<file path="src/rtl/thread_fetch_sched.sv">
// Four-thread barrel fetch scheduler: round-robin over enabled threads, per-thread PC.
// Define THREAD_ISSUE_CNT_EN to add per-thread 32-bit issue counters on issue_cnt.
module thread_fetch_sched #(
  parameter int PC_WIDTH = 9
) (
  input  logic                clk,
  input  logic                reset,
  input  logic [3:0]          thread_en,
  input  logic                stall,
  input  logic                redirect_valid,
  input  logic [3:0]          redirect_thread,
  input  logic [PC_WIDTH-1:0] redirect_pc,
  output logic [PC_WIDTH-1:0] pc_IF,
  output logic [3:0]          thread_sel_IF,
  output logic                valid_IF,
  output logic [3:0]          thread_sel_ID
`ifdef THREAD_ISSUE_CNT_EN
  ,
  output logic [127:0]        issue_cnt
`endif
);

  logic [PC_WIDTH-1:0] pc_q [4];
  logic [PC_WIDTH-1:0] pc_d [4];
  logic [3:0]          sel_if_q, sel_if_d;
  logic                valid_q, valid_d;
  logic [3:0]          rr_last_q, rr_last_d;
  logic [3:0]          sel_id_q, sel_id_d;
  logic                issue;
  logic [3:0]          rr_base;
  logic [1:0]          base_idx;
  logic [1:0]          cand_idx;
  logic [3:0]          sel_next;

  assign issue = valid_q && !stall;

  // The search starts after the thread issuing this cycle, so the update of
  // rr_last is already reflected in the next choice.
  always_comb begin
    rr_base  = issue ? sel_if_q : rr_last_q;
    base_idx = 2'd0;
    for (int i = 0; i < 4; i++) begin
      if (rr_base[i]) base_idx = 2'(i);
    end
    sel_next = 4'b0000;
    cand_idx = 2'd0;
    // Descending k so the nearest successor wins; k=4 revisits the base last.
    for (int k = 4; k >= 1; k--) begin
      cand_idx = base_idx + 2'(k);
      if (thread_en[cand_idx]) sel_next = 4'b0001 << cand_idx;
    end
  end

  always_comb begin
    sel_if_d  = sel_if_q;
    valid_d   = valid_q;
    rr_last_d = rr_last_q;
    sel_id_d  = sel_id_q;
    if (!stall) begin
      sel_if_d = sel_next;
      valid_d  = |thread_en;
      sel_id_d = issue ? sel_if_q : 4'b0000;
      if (issue) rr_last_d = sel_if_q;
    end
  end

  // Redirect beats increment; it ignores stall and thread_en.
  always_comb begin
    for (int i = 0; i < 4; i++) begin
      pc_d[i] = pc_q[i];
      if (redirect_valid && redirect_thread[i]) pc_d[i] = redirect_pc;
      else if (issue && sel_if_q[i])            pc_d[i] = pc_q[i] + 1'b1;
    end
  end

  always_ff @(posedge clk or posedge reset) begin
    if (reset) begin
      for (int i = 0; i < 4; i++) pc_q[i] <= PC_WIDTH'(i) << (PC_WIDTH - 2);
      sel_if_q  <= 4'b0000;
      valid_q   <= 1'b0;
      rr_last_q <= 4'b1000;
      sel_id_q  <= 4'b0000;
    end else begin
      for (int i = 0; i < 4; i++) pc_q[i] <= pc_d[i];
      sel_if_q  <= sel_if_d;
      valid_q   <= valid_d;
      rr_last_q <= rr_last_d;
      sel_id_q  <= sel_id_d;
    end
  end

  always_comb begin
    pc_IF = '0;
    for (int i = 0; i < 4; i++) begin
      if (valid_q && sel_if_q[i]) pc_IF = pc_q[i];
    end
  end

  assign thread_sel_IF = sel_if_q;
  assign valid_IF      = valid_q;
  assign thread_sel_ID = sel_id_q;

`ifdef THREAD_ISSUE_CNT_EN
  logic [31:0] cnt_q [4];
  logic [31:0] cnt_d [4];

  always_comb begin
    for (int i = 0; i < 4; i++) begin
      cnt_d[i] = cnt_q[i];
      if (issue && sel_if_q[i]) cnt_d[i] = cnt_q[i] + 32'd1;
    end
  end

  always_ff @(posedge clk or posedge reset) begin
    if (reset) begin
      for (int i = 0; i < 4; i++) cnt_q[i] <= 32'd0;
    end else begin
      for (int i = 0; i < 4; i++) cnt_q[i] <= cnt_d[i];
    end
  end

  assign issue_cnt = {cnt_q[3], cnt_q[2], cnt_q[1], cnt_q[0]};
`endif

endmodule

</file>
<file path="config.mk">
export PLATFORM = sky130hd
export DESIGN_NAME = thread_fetch_sched
export DESIGN_NICKNAME = d
export VERILOG_FILES = /design/src/rtl/thread_fetch_sched.sv
export SDC_FILE = /design/constraint.sdc
export NUM_CORES = 1
export LEC_CHECK = 0
export ABC_AREA = 0
export BUFFER_PORTS_ARGS = -buffer_cell sky130_fd_sc_hd__buf_2
export CORE_AREA = 2 2 120 98
export DETAILED_ROUTE_END_ITERATION = 12
export DIE_AREA = 0 0 122 100
export GPL_ROUTABILITY_DRIVEN = 0
export PLACE_DENSITY_LB_ADDON = 0.3
export SKIP_CTS_REPAIR_TIMING = 1
export SLEW_MARGIN = 0
export SYNTH_ARGS = -nofsm -noshare
export SYNTH_HDL_FRONTEND = slang
export SYNTH_SLANG_ARGS = --single-unit
</file>
<file path="constraint.sdc">
create_clock -name clk -period 5.35 [get_ports clk]
set_input_delay 0.8025 -clock clk [delete_from_list [all_inputs] [get_ports clk]]
set_output_delay 0.8025 -clock clk [all_outputs]
set_load 0.005 [all_outputs]
</file>
# Yosys cells after proc, flatten, opt, wreduce, memory -nomap -nowiden
# Cells that the tools add are included.
# word_totals
reg_bits	49
inputBits	21
out_inout_bits	18
wordCells	74
# op_classes
order_cmp	4
n_reduce_logical	20
mux	29
bitwise	1
n_shift	4
n_addsub	7
# op_table
operator	n
$mux W9	12
$add A9 B1 Y9 const B	4
$mux W4	6
$shl A1 B2 Y4 const A	4
$logic_and A1 B1 Y1	13
$lt A2 B3 Y1 const B	4
$bmux W1 S2	4
$reduce_bool A2 Y1	4
$mux W1	5
$add A2 B2 Y2 const B	2
$mux W2	2
$reduce_or A4 Y1	1
$add A2 B1 Y2 const B	1
$reduce_and A2 Y1	1
$logic_not A1 Y1	1
$not A1 Y1	1

# Logic depth before layout (Yosys ltp)
# Gate-level depths: netlist (run 1).
# logic_depth
ltp_word	12
mapped_depth	12
depth_no_buf	11

# Least setup slack after synthesis (run 1)
# No wires, ideal clock.
# synth_path
path_type	input -> register
from	input stall
to	register sel_if_q[0], in the netlist thread_sel_IF[0]
arrival_time_ns	2.775
path_buffers	1
setup_slack_ns	2.449
setup_ns	0.126
t_required_ns	5.224
path_stages	11
path_cell_list	and3b_1 -> buf_6 -> a21oi_4 -> nand2_4 -> inv_1 -> ha_1 -> mux2i_1 -> mux2i_1 -> a22o_1 -> a221oi_1 -> o21ai_1
# synth_via
elab_chain_len	12
word_cells_on_any_way	25
classes_between	add/sub: 3; shift: 4; mux: 16; reduce/logical: 2
# synth_rtl
item	line	text
start: declaration	9	input logic stall,
$logic_not A1 Y1	-	
$logic_and A1 B1 Y1	35	assign issue = valid_q && !stall;
$mux W4	-	
$mux W1	43	if (rr_base[i]) base_idx = 2'(i);
$mux W2 (2 in series)	43	
$add A2 B2 Y2 or $bmux W1 S2 (tied branches)	49, 50	
$bmux W1 S2 or $mux W1 (tied branches)	50	if (thread_en[cand_idx]) sel_next = 4'b0001 << cand_idx;
$mux W1 (not written as such) or $mux W4 (tied branches)	50	
$mux W4 (3 in series)	50	
end signal: assignment	85	sel_if_q <= sel_if_d;
end: declaration	25	logic [3:0] sel_if_q, sel_if_d;
# Parallel ways exist; a longest one is shown, timed or not. The select of a mux whose other input is x is not followed.
# A chain may end at the register's enable or synchronous reset.

# Worst setup path in the final report (run 1)
# layout_path
from	register sel_if_q[2], in the netlist thread_sel_IF[2]
to	register sel_if_q[0], in the netlist thread_sel_IF[0]
# layout_via
elab_chain_len	9
word_cells_on_any_way	22
classes_between	add/sub: 3; shift: 4; mux: 15
# layout_rtl
item	line
$mux W4 *	-
$mux W2 * (2 in series)	43
$add A2 B2 Y2 or $bmux W1 S2 (tied branches)	49, 50
$bmux W1 S2 or $mux W1 (tied branches)	50
$mux W1 (not written as such) or $mux W4 (tied branches)	50
$mux W4 (2 in series)	50
$mux W4 *	50
# Every way passes the cells marked *; elsewhere a longest branch is shown, timed or not. The select of a mux whose other input is x is not followed.

==> results.py, run 1 <==
metrics = {
    "floorplanning": {
        "ios": 39,
        "rows": 35,
        "die-area_sq_mm": 0.0122,
        "die_h_um": 100,
        "die_x_um": 122,
        "core_area_sq_mm": 0.0112,
        "initial_core_util": 0.290,
    },
    "synthesis": {
        "syn_avg_cell_area_sq_um": 8.46,
        "synth_top_area_frac": 0.332,
        "synth_edf_count": 0,
        "seq_area_frac_synth": 0.372,
        "synth_cell_type_count": 51,
        "ys_async_sr_fraction": 1.00,
        "ys.flop_type": "dfrtp_1",
        "synth-seq-cells": 48,
        "synth_cells": 383,
        "yosys.area.top_type": "dfrtp_1",
        "ys_top_cells_by_area": "dfrtp_1 33%, nand2_1 8.7%, o21ai_0 8.0%, xor2_1 5.1%, dfstp_2 4.1%",
        "yosys_warnings": 0,
        "synth_area_sq_mm": 0.00324,
        "synth_nets": 412,
    },
    "drt": {
        "antenna_left": 0,
        "wl_um": 8210,
        "drc": 0,
        "avgRoutedWirePerCell_um": 14.9,
        "viasPerCell": 4.92,
        "drtIter0Drc": 161,
        "vias": 2716,
        "dr.pass1.iters": 4,
    },
    "final_layout": {
        "n_antenna_cell": 0,
        "drive_gt1_frac": 0.151,
        "design_area_sq_mm": 0.00366,
        "num-fill-cells": 1161,
        "final_common_cell": "nand2_1",
        "syn2layout_area_growth_pct": 13.0,
        "layout_common_cells": "75 x nand2_1, 52 x o21ai_0, 43 x dfrtp_1",
        "fin_nets": 432,
    },
    "power": {
        "p_per_area_mw_per_mm2": 427,
        "pwr-share-comb": 0.410,
        "p_sw_uw": 634,
        "pwr-share-clk": 0.208,
        "switching_share": 0.405,
        "leakagePower_nw": 1.54,
        "seq_power_share": 0.383,
        "vdd_drop_max_uv": 131,
        "internal_power_uw": 931,
    },
    "sta": {
        "clock.fmax_mhz": 295,
        "setup_viol": 0,
        "hold_violations": 0,
        "tightest_slew_ns": 1.03,
        "hold_slack_ns": 0.483,
        "max_slew_margin": 0.315,
        "fin_skew_ns": 0.00826,
        "timing.setup.tns_ns": 0,
        "slew_viol_final": 0,
        "grt_setup_unrepaired": "no",
        "post-route-min-period_ns": 3.39,
        "finalCritPeriodShare": 0.634,
    },
    "setup_path": {
        "startpoint": "thread_sel_IF[2]$_DFFE_PP0N_",
        "startpoint_type": "register",
        "r2r_start": "thread_sel_IF[2]$_DFFE_PP0N_",
        "crit_path_max_fanout": 24,
        "cp-end-kind": "register",
        "arrival_ns": 3.56,
        "crit_type": "reg2reg",
        "critPathRequiredTime_ns": 5.52,
    },
    "global_routing": {
        "gr-usage-met1": 0.220,
        "antenna_found_initial": 0,
        "grt_pass1_vias": 2544,
        "overflow": 0,
        "grt_max_degree": 49,
        "grt-busiest-layer": "met1",
        "grt.met2_usage": 0.206,
        "grt_usage": 0.142,
        "met3_usage": 0.0256,
        "grt_pass1_wl_um": 13700,
    },
    "cts": {
        "cts_sinks": 48,
        "cts_tree": "built",
        "cts-buffers-inserted": 5,
        "clk-insertion-delay-late_ns": 0.29,
        "clockRootBuffer": "clkbuf_16",
        "cts_htree_levels": 2,
        "clock_path_buffers": 2,
        "clkTransAtPathRegs_ns": 0.06,
    },
    "place": {
        "hpwl_um": 6030,
        "placed_cell_area_sq_mm": 0.00351,
        "portBuffers": 38,
    },
    "worst_hold_path": {
        "min_from": "thread_sel_ID[0]$_DFFE_PP0N_",
        "hold_path_class": "reg2reg",
    },
    "run_status": {
        "outcome": "complete, no violations",
    },
    "job": {
        "maxCapViolCount": 0,
    },
}
## layer usage
| layer | up-vias | wire length [um] |
|---|---|---|
| met2 | 51 | 3410 |
| li1 | 1379 | - |
| met4 | 0 | 70 |
| met5 | - | 0 |
| met1 | 1281 | 4490 |
| met3 | 5 | 236 |
## kinds of logic after synthesis
group | Yosys count | share of synthesized area
AO/OA/AOI/OAI | 99 | 0.179
XOR/XNOR | 32 | 0.0865
adder cells (fa/ha/maj) | 8 | 0.0309
buffers and inverters | 31 | 0.0394
flip-flops | 48 | 0.372
multiplexers | 15 | 0.0498
AND/OR/NAND/NOR | 150 | 0.242
## registers in the layout, indices dropped and copies added, names as in the netlist
register / count
pc_q: 36
thread_sel_ID: 4
thread_sel_IF: 4
rr_last_q: 3
valid_IF: 1
## power groups by stage
stage	Clock [mW]	Combinational, mW	Sequential [mW]
floorplan	0	0.527	0.524
global placement	0	0.631	0.604
detailed placement	0	0.636	0.604
CTS	0.333	0.640	0.598
global route	0.347	0.722	0.619
finish	0.325	0.641	0.599
## cells in the mapped netlist, types with 8 or more instances
master    count
nand2_1      75
o21ai_0      52
dfrtp_1      43
a21oi_1      20
xor2_1       19
and2_1       17
clkbuf_1     14
xnor2_1      13
mux2i_1      11
nand4_1      10
buf_1         9
nand3b_1      9
and3_1        8
ha_1          8
## per-stage QoR
step                      utilization  total power [mW]  setup slack, ns  instances
final                           0.328              1.56             1.96        552
after global routing            0.328              1.69             1.69        552
after CTS                       0.328              1.57             1.99        552
after detailed placement        0.315              1.24             1.72        544
after global placement          0.315              1.23             1.88        544
after floorplan                     -              1.05             2.45        383
## final timing paths
path / end / slack [ns] / depth (start not counted)
worst min register to register: thread_sel_ID[0]$_DFFE_PP0N_ / 0.48 / 1
worst max register to register: thread_sel_IF[0]$_DFFE_PP0N_ / 1.96 / 10
worst min-delay path: thread_sel_ID[0]$_DFFE_PP0N_ / 0.48 / 1
worst max-delay path: thread_sel_IF[0]$_DFFE_PP0N_ / 1.96 / 10
max in group asynchronous: pc_q[9]$_DFFE_PP0P_ / 3.94 / 2
min in group asynchronous: pc_q[19]$_DFFE_PP0P_ / 0.76 / 2
## cell type report
class | instances | area (sq um) | area share
inverters | 6 | 22.5 | 0.00615
multi-input cells | 304 | 1910 | 0.520
flip-flops and latches | 48 | 1210 | 0.330
clock inverters | 1 | 8.76 | 0.00239
well taps | 148 | 185 | 0.0505
clock buffers | 7 | 143 | 0.0389
repair buffers | 38 | 190 | 0.0519
## critical path, stage by stage (launching register included)
cell	delay, ns
dfrtp_1	0.92
nand4bb_1	0.25
o21a_1	0.35
nand2_4	0.12
inv_1	0.18
ha_1	0.36
mux2i_1	0.33
mux2i_1	0.14
a22o_1	0.25
a221oi_1	0.26
o21ai_1	0.10
Power figures use the tool's default switching activity.
==> inputs of run 2 (changes only) <==
Clock period 5.35 ns to 2.95 ns, I/O delays scaled along.
==> results.py, run 2 (synthesized netlist as in run 1, its figures left out) <==
metrics = {
    "cts": {
        "clk-insertion-delay-late_ns": 0.29,
        "cts_sinks": 48,
        "clkTransAtPathRegs_ns": 0.07,
        "clock_path_buffers": 2,
        "cts-buffers-inserted": 5,
        "cts_tree": "built",
        "cts_htree_levels": 2,
        "clockRootBuffer": "clkbuf_16",
    },
    "final_layout": {
        "fin_nets": 443,
        "drive_gt1_frac": 0.176,
        "final_common_cell": "nand2_1",
        "syn2layout_area_growth_pct": 16.4,
        "design_area_sq_mm": 0.00377,
        "n_antenna_cell": 0,
        "layout_common_cells": "75 x nand2_1, 52 x o21ai_0, 43 x dfrtp_1",
        "final_cells": 563,
        "largest_reg_flops": 36,
        "post-route-util": 0.338,
        "top_register": "pc_q",
    },
    "setup_path": {
        "critPathRequiredTime_ns": 3.15,
        "worstPathCellList": "and2b_1 > o21a_1 > nand2_4 > ha_1 > mux2i_1 > o21ai_0 > a21oi_1 > o21ai_0 > o21ai_0",
        "cp_slowest_cell": "dfrtp_1",
        "arrival_ns": 2.63,
        "crit_type": "reg2reg",
        "slowest_delay_ns": 0.46,
        "cp-end-kind": "register",
        "crit_path_max_fanout": 6,
        "startpoint_type": "register",
        "path_common_cell": "o21ai_0",
        "r2r_setup_slack_ns": 0.52,
    },
    "power": {
        "pwr-share-comb": 0.447,
        "seq_power_share": 0.327,
        "vdd_drop_max_uv": 266,
        "pwr-share-clk": 0.226,
        "switching_share": 0.387,
        "p_per_area_mw_per_mm2": 798,
        "leakagePower_nw": 1.60,
        "internal_power_mw": 1.84,
        "p_sw_mw": 1.17,
    },
    "sta": {
        "timing.setup.tns_ns": 0,
        "tightest_slew_ns": 1.07,
        "grt_setup_unrepaired": "no",
        "finalCritPeriodShare": 0.825,
        "hold_violations": 0,
        "setup_viol": 0,
        "max_slew_margin": 0.288,
        "post-route-min-period_ns": 2.43,
        "clock.fmax_mhz": 411,
        "slew_viol_final": 0,
        "fin_skew_ns": 0.0106,
        "setup_ws_ns": 0.517,
    },
    "place": {
        "dp_slack_ns": 0.397,
        "placed_cell_area_sq_mm": 0.00359,
        "hpwl_um": 6190,
        "dp.cells": 555,
        "portBuffers": 38,
    },
    "floorplanning": {
        "rows": 35,
        "initial_core_util": 0.290,
        "die-area_sq_mm": 0.0122,
        "core_area_sq_mm": 0.0112,
        "die_h_um": 100,
        "ios": 39,
        "die_x_um": 122,
    },
    "global_routing": {
        "grt_max_degree": 49,
        "grt_usage": 0.146,
        "grt_pass1_vias": 2780,
        "overflow": 0,
        "grt_pass1_wl_um": 14100,
        "antenna_found_initial": 0,
    },
    "drt": {
        "dr.pass1.iters": 5,
        "drc": 0,
        "vias": 2782,
        "drtIter0Drc": 179,
        "avgRoutedWirePerCell_um": 15.0,
        "antenna_left": 0,
        "viasPerCell": 4.94,
        "wl_um": 8420,
    },
    "run_status": {
        "outcome": "complete, no violations",
    },
    "worst_hold_path": {
        "hold_path_class": "in2async",
    },
    "job": {
        "maxCapViolCount": 0,
    },
}
==> run 2: cell types whose count changed in the layout (fill, tap and decap cells not counted) <==
cell	change
clkbuf_1	-1
bufinv_16	+1
buf_4	+11
==> run 2: layout make-up <==
type                            instances  area [sq um]
Tap cell                              148           185
Timing Repair Buffer                   49           273
Sequential cell                        48          1210
Clock inverter                          2          38.8
Clock buffer                            6           139
Multi-Input combinational cell        304          1910
Inverter                                6          22.5
Fill cell                            1164          7390
==> run 2: per-layer routing <==
layer | track usage | vias up | routed length (um) | part of all wire
li1 | - | 1405 | - | -
met1 | 0.222 | 1301 | 4430 | 0.53
met2 | 0.220 | 67 | 3530 | 0.42
met3 | 0.0284 | 9 | 404 | 0.048
met4 | 0.0221 | 0 | 55 | 0.0065
met5 | 0 | - | 0 | 0
==> run 2: final timing paths <==
kind / cells past startpoint / from / to
worst max-delay path: 9 / valid_IF$_DFFE_PP0N_ / thread_sel_IF[3]$_DFFE_PP0N_
worst min-delay path: 2 / reset / thread_sel_IF[0]$_DFFE_PP0N_
worst max register to register: 9 / valid_IF$_DFFE_PP0N_ / thread_sel_IF[3]$_DFFE_PP0N_
worst min register to register: 1 / thread_sel_ID[3]$_DFFE_PP0N_ / thread_sel_ID[3]$_DFFE_PP0N_
max in group asynchronous: 2 / reset / pc_q[13]$_DFFE_PP0P_
min in group clk: 3 / redirect_pc[7] / pc_q[25]$_DFFE_PP1P_
==> run 2: critical path: cells and delay by family (launching register included) <==
kind / cells / cell delay [ns]
AO/OA/AOI/OAI: 5 / 0.98
adder cells (fa/ha/maj): 1 / 0.33
flip-flops: 1 / 0.46
multiplexers: 1 / 0.23
AND/OR/NAND/NOR: 2 / 0.35
==> run 2: power groups by stage <==
stage          Sequential, mW  Combinational [mW]  Clock (mW)
2_1_floorplan           0.951               0.956           0
3_3_place_gp            0.989                1.33           0
3_5_place_dp            0.993                1.34           0
4_1_cts                 0.983                1.35       0.697
5_1_grt                  1.01                1.51       0.728
6_report                0.983                1.35       0.679
==> run 2: metrics by stage <==
step | hold WS [ns] | power [mW]
6_report | 0.423 | 3.01
5_1_grt | 0.434 | 3.25
4_1_cts | 0.417 | 3.03
3_5_place_dp | 0.467 | 2.33
3_3_place_gp | 0.459 | 2.32
2_1_floorplan | 0.447 | 1.91
==> inputs of run 3 (changes only) <==
Settings changed: ABC_AREA 0 to 1, CORE_AREA 2 2 120 98 to 2 2 118 97, DIE_AREA 0 0 122 100 to 0 0 120 99.
Clock period 2.95 ns to 2.1 ns, I/O delays scaled along.
==> results.py, run 3 <==
metrics = {
    "global_routing": {
        "grt_pass1_vias": 2836,
        "antenna_found_initial": 0,
        "grt_pass1_wl_um": 15100,
        "grt_max_degree": 31,
        "grt_usage": 0.162,
        "overflow": 0,
    },
    "final_layout": {
        "num-fill-cells": 1131,
        "final_common_cell": "nand2_1",
        "layout_common_cells": "98 x nand2_1, 55 x nand3_1, 50 x inv_1",
        "largest_reg_flops": 36,
        "drive_gt1_frac": 0.240,
        "syn2layout_area_growth_pct": 26.2,
        "top_register": "pc_q",
        "design_area_sq_mm": 0.00399,
        "fin_nets": 519,
        "n_antenna_cell": 0,
    },
    "job": {
        "maxCapViolCount": 0,
    },
    "cts": {
        "cts_sinks": 48,
        "clkTransAtPathRegs_ns": 0.07,
        "clock_path_buffers": 2,
        "clockRootBuffer": "clkbuf_16",
        "cts_htree_levels": 2,
        "cts_tree": "built",
        "cts-buffers-inserted": 5,
        "clk-insertion-delay-late_ns": 0.29,
    },
    "floorplanning": {
        "rows": 34,
        "die_h_um": 99,
        "core_area_sq_mm": 0.0107,
        "initial_core_util": 0.296,
        "die-area_sq_mm": 0.0119,
        "die_x_um": 120,
        "ios": 39,
    },
    "place": {
        "placed_cell_area_sq_mm": 0.00367,
        "hpwl_um": 7310,
        "portBuffers": 38,
    },
    "sta": {
        "post-route-min-period_ns": 2.08,
        "finalCritPeriodShare": 0.990,
        "max_slew_margin": 0.652,
        "slew_viol_final": 0,
        "hold_slack_ns": 0.0115,
        "setup_viol": 0,
        "tightest_slew_ns": 0.520,
        "fin_skew_ns": 0.00984,
        "timing.setup.tns_ns": 0,
        "grt_setup_unrepaired": "yes",
        "hold_violations": 0,
        "clock.fmax_mhz": 481,
    },
    "setup_path": {
        "arrival_ns": 1.76,
        "crit_type": "reg2out",
        "startpoint_type": "register",
        "crit_path_max_fanout": 8,
        "cp-end-kind": "output pin",
        "r2r_cells": 14,
        "critPathRequiredTime_ns": 1.78,
    },
    "synthesis": {
        "synth_commonest_cells": "103 x nand2_1, 58 x nand3_1, 52 x inv_1",
        "synth_compound_area_frac": 0.139,
        "synth_top_family_by_area": "simple AND/OR/NAND/NOR gates",
        "synthMuxAreaShare": 0,
        "synth_edf_count": 0,
        "yosys_warnings": 0,
        "yosys.area_share.simple": 0.311,
        "synth_fa_ha_area_frac": 0.0316,
        "yosys.area.top_type": "dfrtp_1",
        "seq_area_frac_synth": 0.382,
        "synth_cells": 424,
        "ys.flop_type": "dfrtp_1",
        "synth.most_common_cell": "nand2_1",
        "synth-seq-cells": 48,
        "syn_avg_cell_area_sq_um": 7.46,
        "synth_top_area_frac": 0.340,
        "synth_cell_type_count": 31,
        "yosys.area_share.xor_xnor": 0.0609,
        "ys_async_sr_fraction": 1.00,
        "ys_top_cells_by_area": "dfrtp_1 34%, nand2_1 12%, nand3_1 9.2%, inv_1 6.2%, xor2_1 5.0%",
        "synth_nets": 453,
        "synth_area_sq_mm": 0.00316,
    },
    "drt": {
        "drtIter0Drc": 294,
        "drc": 0,
        "vias": 3118,
        "avgRoutedWirePerCell_um": 15.2,
        "viasPerCell": 4.91,
        "wl_um": 9660,
        "dr.pass1.iters": 5,
        "antenna_left": 0,
    },
    "power": {
        "leakagePower_nw": 1.92,
        "p_per_area_mw_per_mm2": 1390,
        "vdd_drop_max_uv": 375,
    },
    "worst_hold_path": {
        "hold_path_class": "in2async",
    },
    "run_status": {
        "outcome": "complete, no violations",
    },
}
[run 3: changes by cell type after synthesis, sizes merged, moves of 16 or more]
cell / delta
nand2: +39
and2: -16
inv: +49
o21ai: -43
o221ai: +17
nand3: +54
nor2: +31
[run 3: area by class of cell]
type | instances | area, sq um | area share
Clock inverter | 2 | 60.1 | 0.0150
Inverter | 55 | 209 | 0.0523
Sequential cell | 48 | 1210 | 0.303
Clock buffer | 6 | 129 | 0.0323
Multi-Input combinational cell | 314 | 1790 | 0.448
Timing Repair Buffer | 66 | 418 | 0.105
Tap cell | 144 | 180 | 0.0451
[run 3: final timing paths]
path | start | endpoint | slack (ns)
worst max-delay path | valid_IF$_DFFE_PP0N_ | pc_IF[4] | 0.02
worst min-delay path | reset | thread_sel_ID[1]$_DFFE_PP0N_ | 0.01
worst max register to register | valid_IF$_DFFE_PP0N_ | thread_sel_IF[2]$_DFFE_PP0N_ | 0.15
worst min register to register | thread_sel_ID[1]$_DFFE_PP0N_ | thread_sel_ID[1]$_DFFE_PP0N_ | 0.47
max in group asynchronous | reset | pc_q[17]$_DFFE_PP1P_ | 1.50
min in group clk | redirect_pc[3] | pc_q[30]$_DFFE_PP0P_ | 0.31
[run 3: report_power, final]
group          switching, mW  internal (mW)
Sequential             0.373           1.30
Combinational           1.67           1.16
Clock                  0.356          0.683
[run 3: per-stage QoR]
step           worst slack, ns  total power, mW  cells  utilization
2_1_floorplan           0.0812             3.33    424            -
3_3_place_gp             0.118             4.28    620        0.344
3_5_place_dp            0.0112             4.30    620        0.344
4_1_cts                 -0.163             5.36    628        0.362
5_1_grt                -0.0606             5.98    635        0.374
6_report                0.0207             5.54    635        0.374
[run 3: worst max-delay path, stage by stage (launching register included)]
cell and delay [ns]:
dfrtp_2 0.45, buf_6 0.14, nand2_4 0.05, nor2_4 0.12
buf_6 0.12, nand2_2 0.04, o211ai_1 0.12, o211ai_1 0.13
o21ai_1 0.15, buf_2 0.15
[run 3: cell families after synthesis]
| kind of cell | count (synthesis) |
|---|---|
| XOR/XNOR | 22 |
| AND/OR/NAND/NOR | 220 |
| flip-flops | 48 |
| AO/OA/AOI/OAI | 64 |
| adder cells (fa/ha/maj) | 8 |
| buffers and inverters | 62 |
[run 3: layer usage]
| layer | vias up | GRT usage | part of all wire |
|---|---|---|---|
| met5 | - | 0 | 0 |
| met4 | 0 | 0.0326 | 0.011 |
| met3 | 8 | 0.0278 | 0.052 |
| met2 | 89 | 0.240 | 0.43 |
| met1 | 1484 | 0.246 | 0.50 |
| li1 | 1537 | - | - |
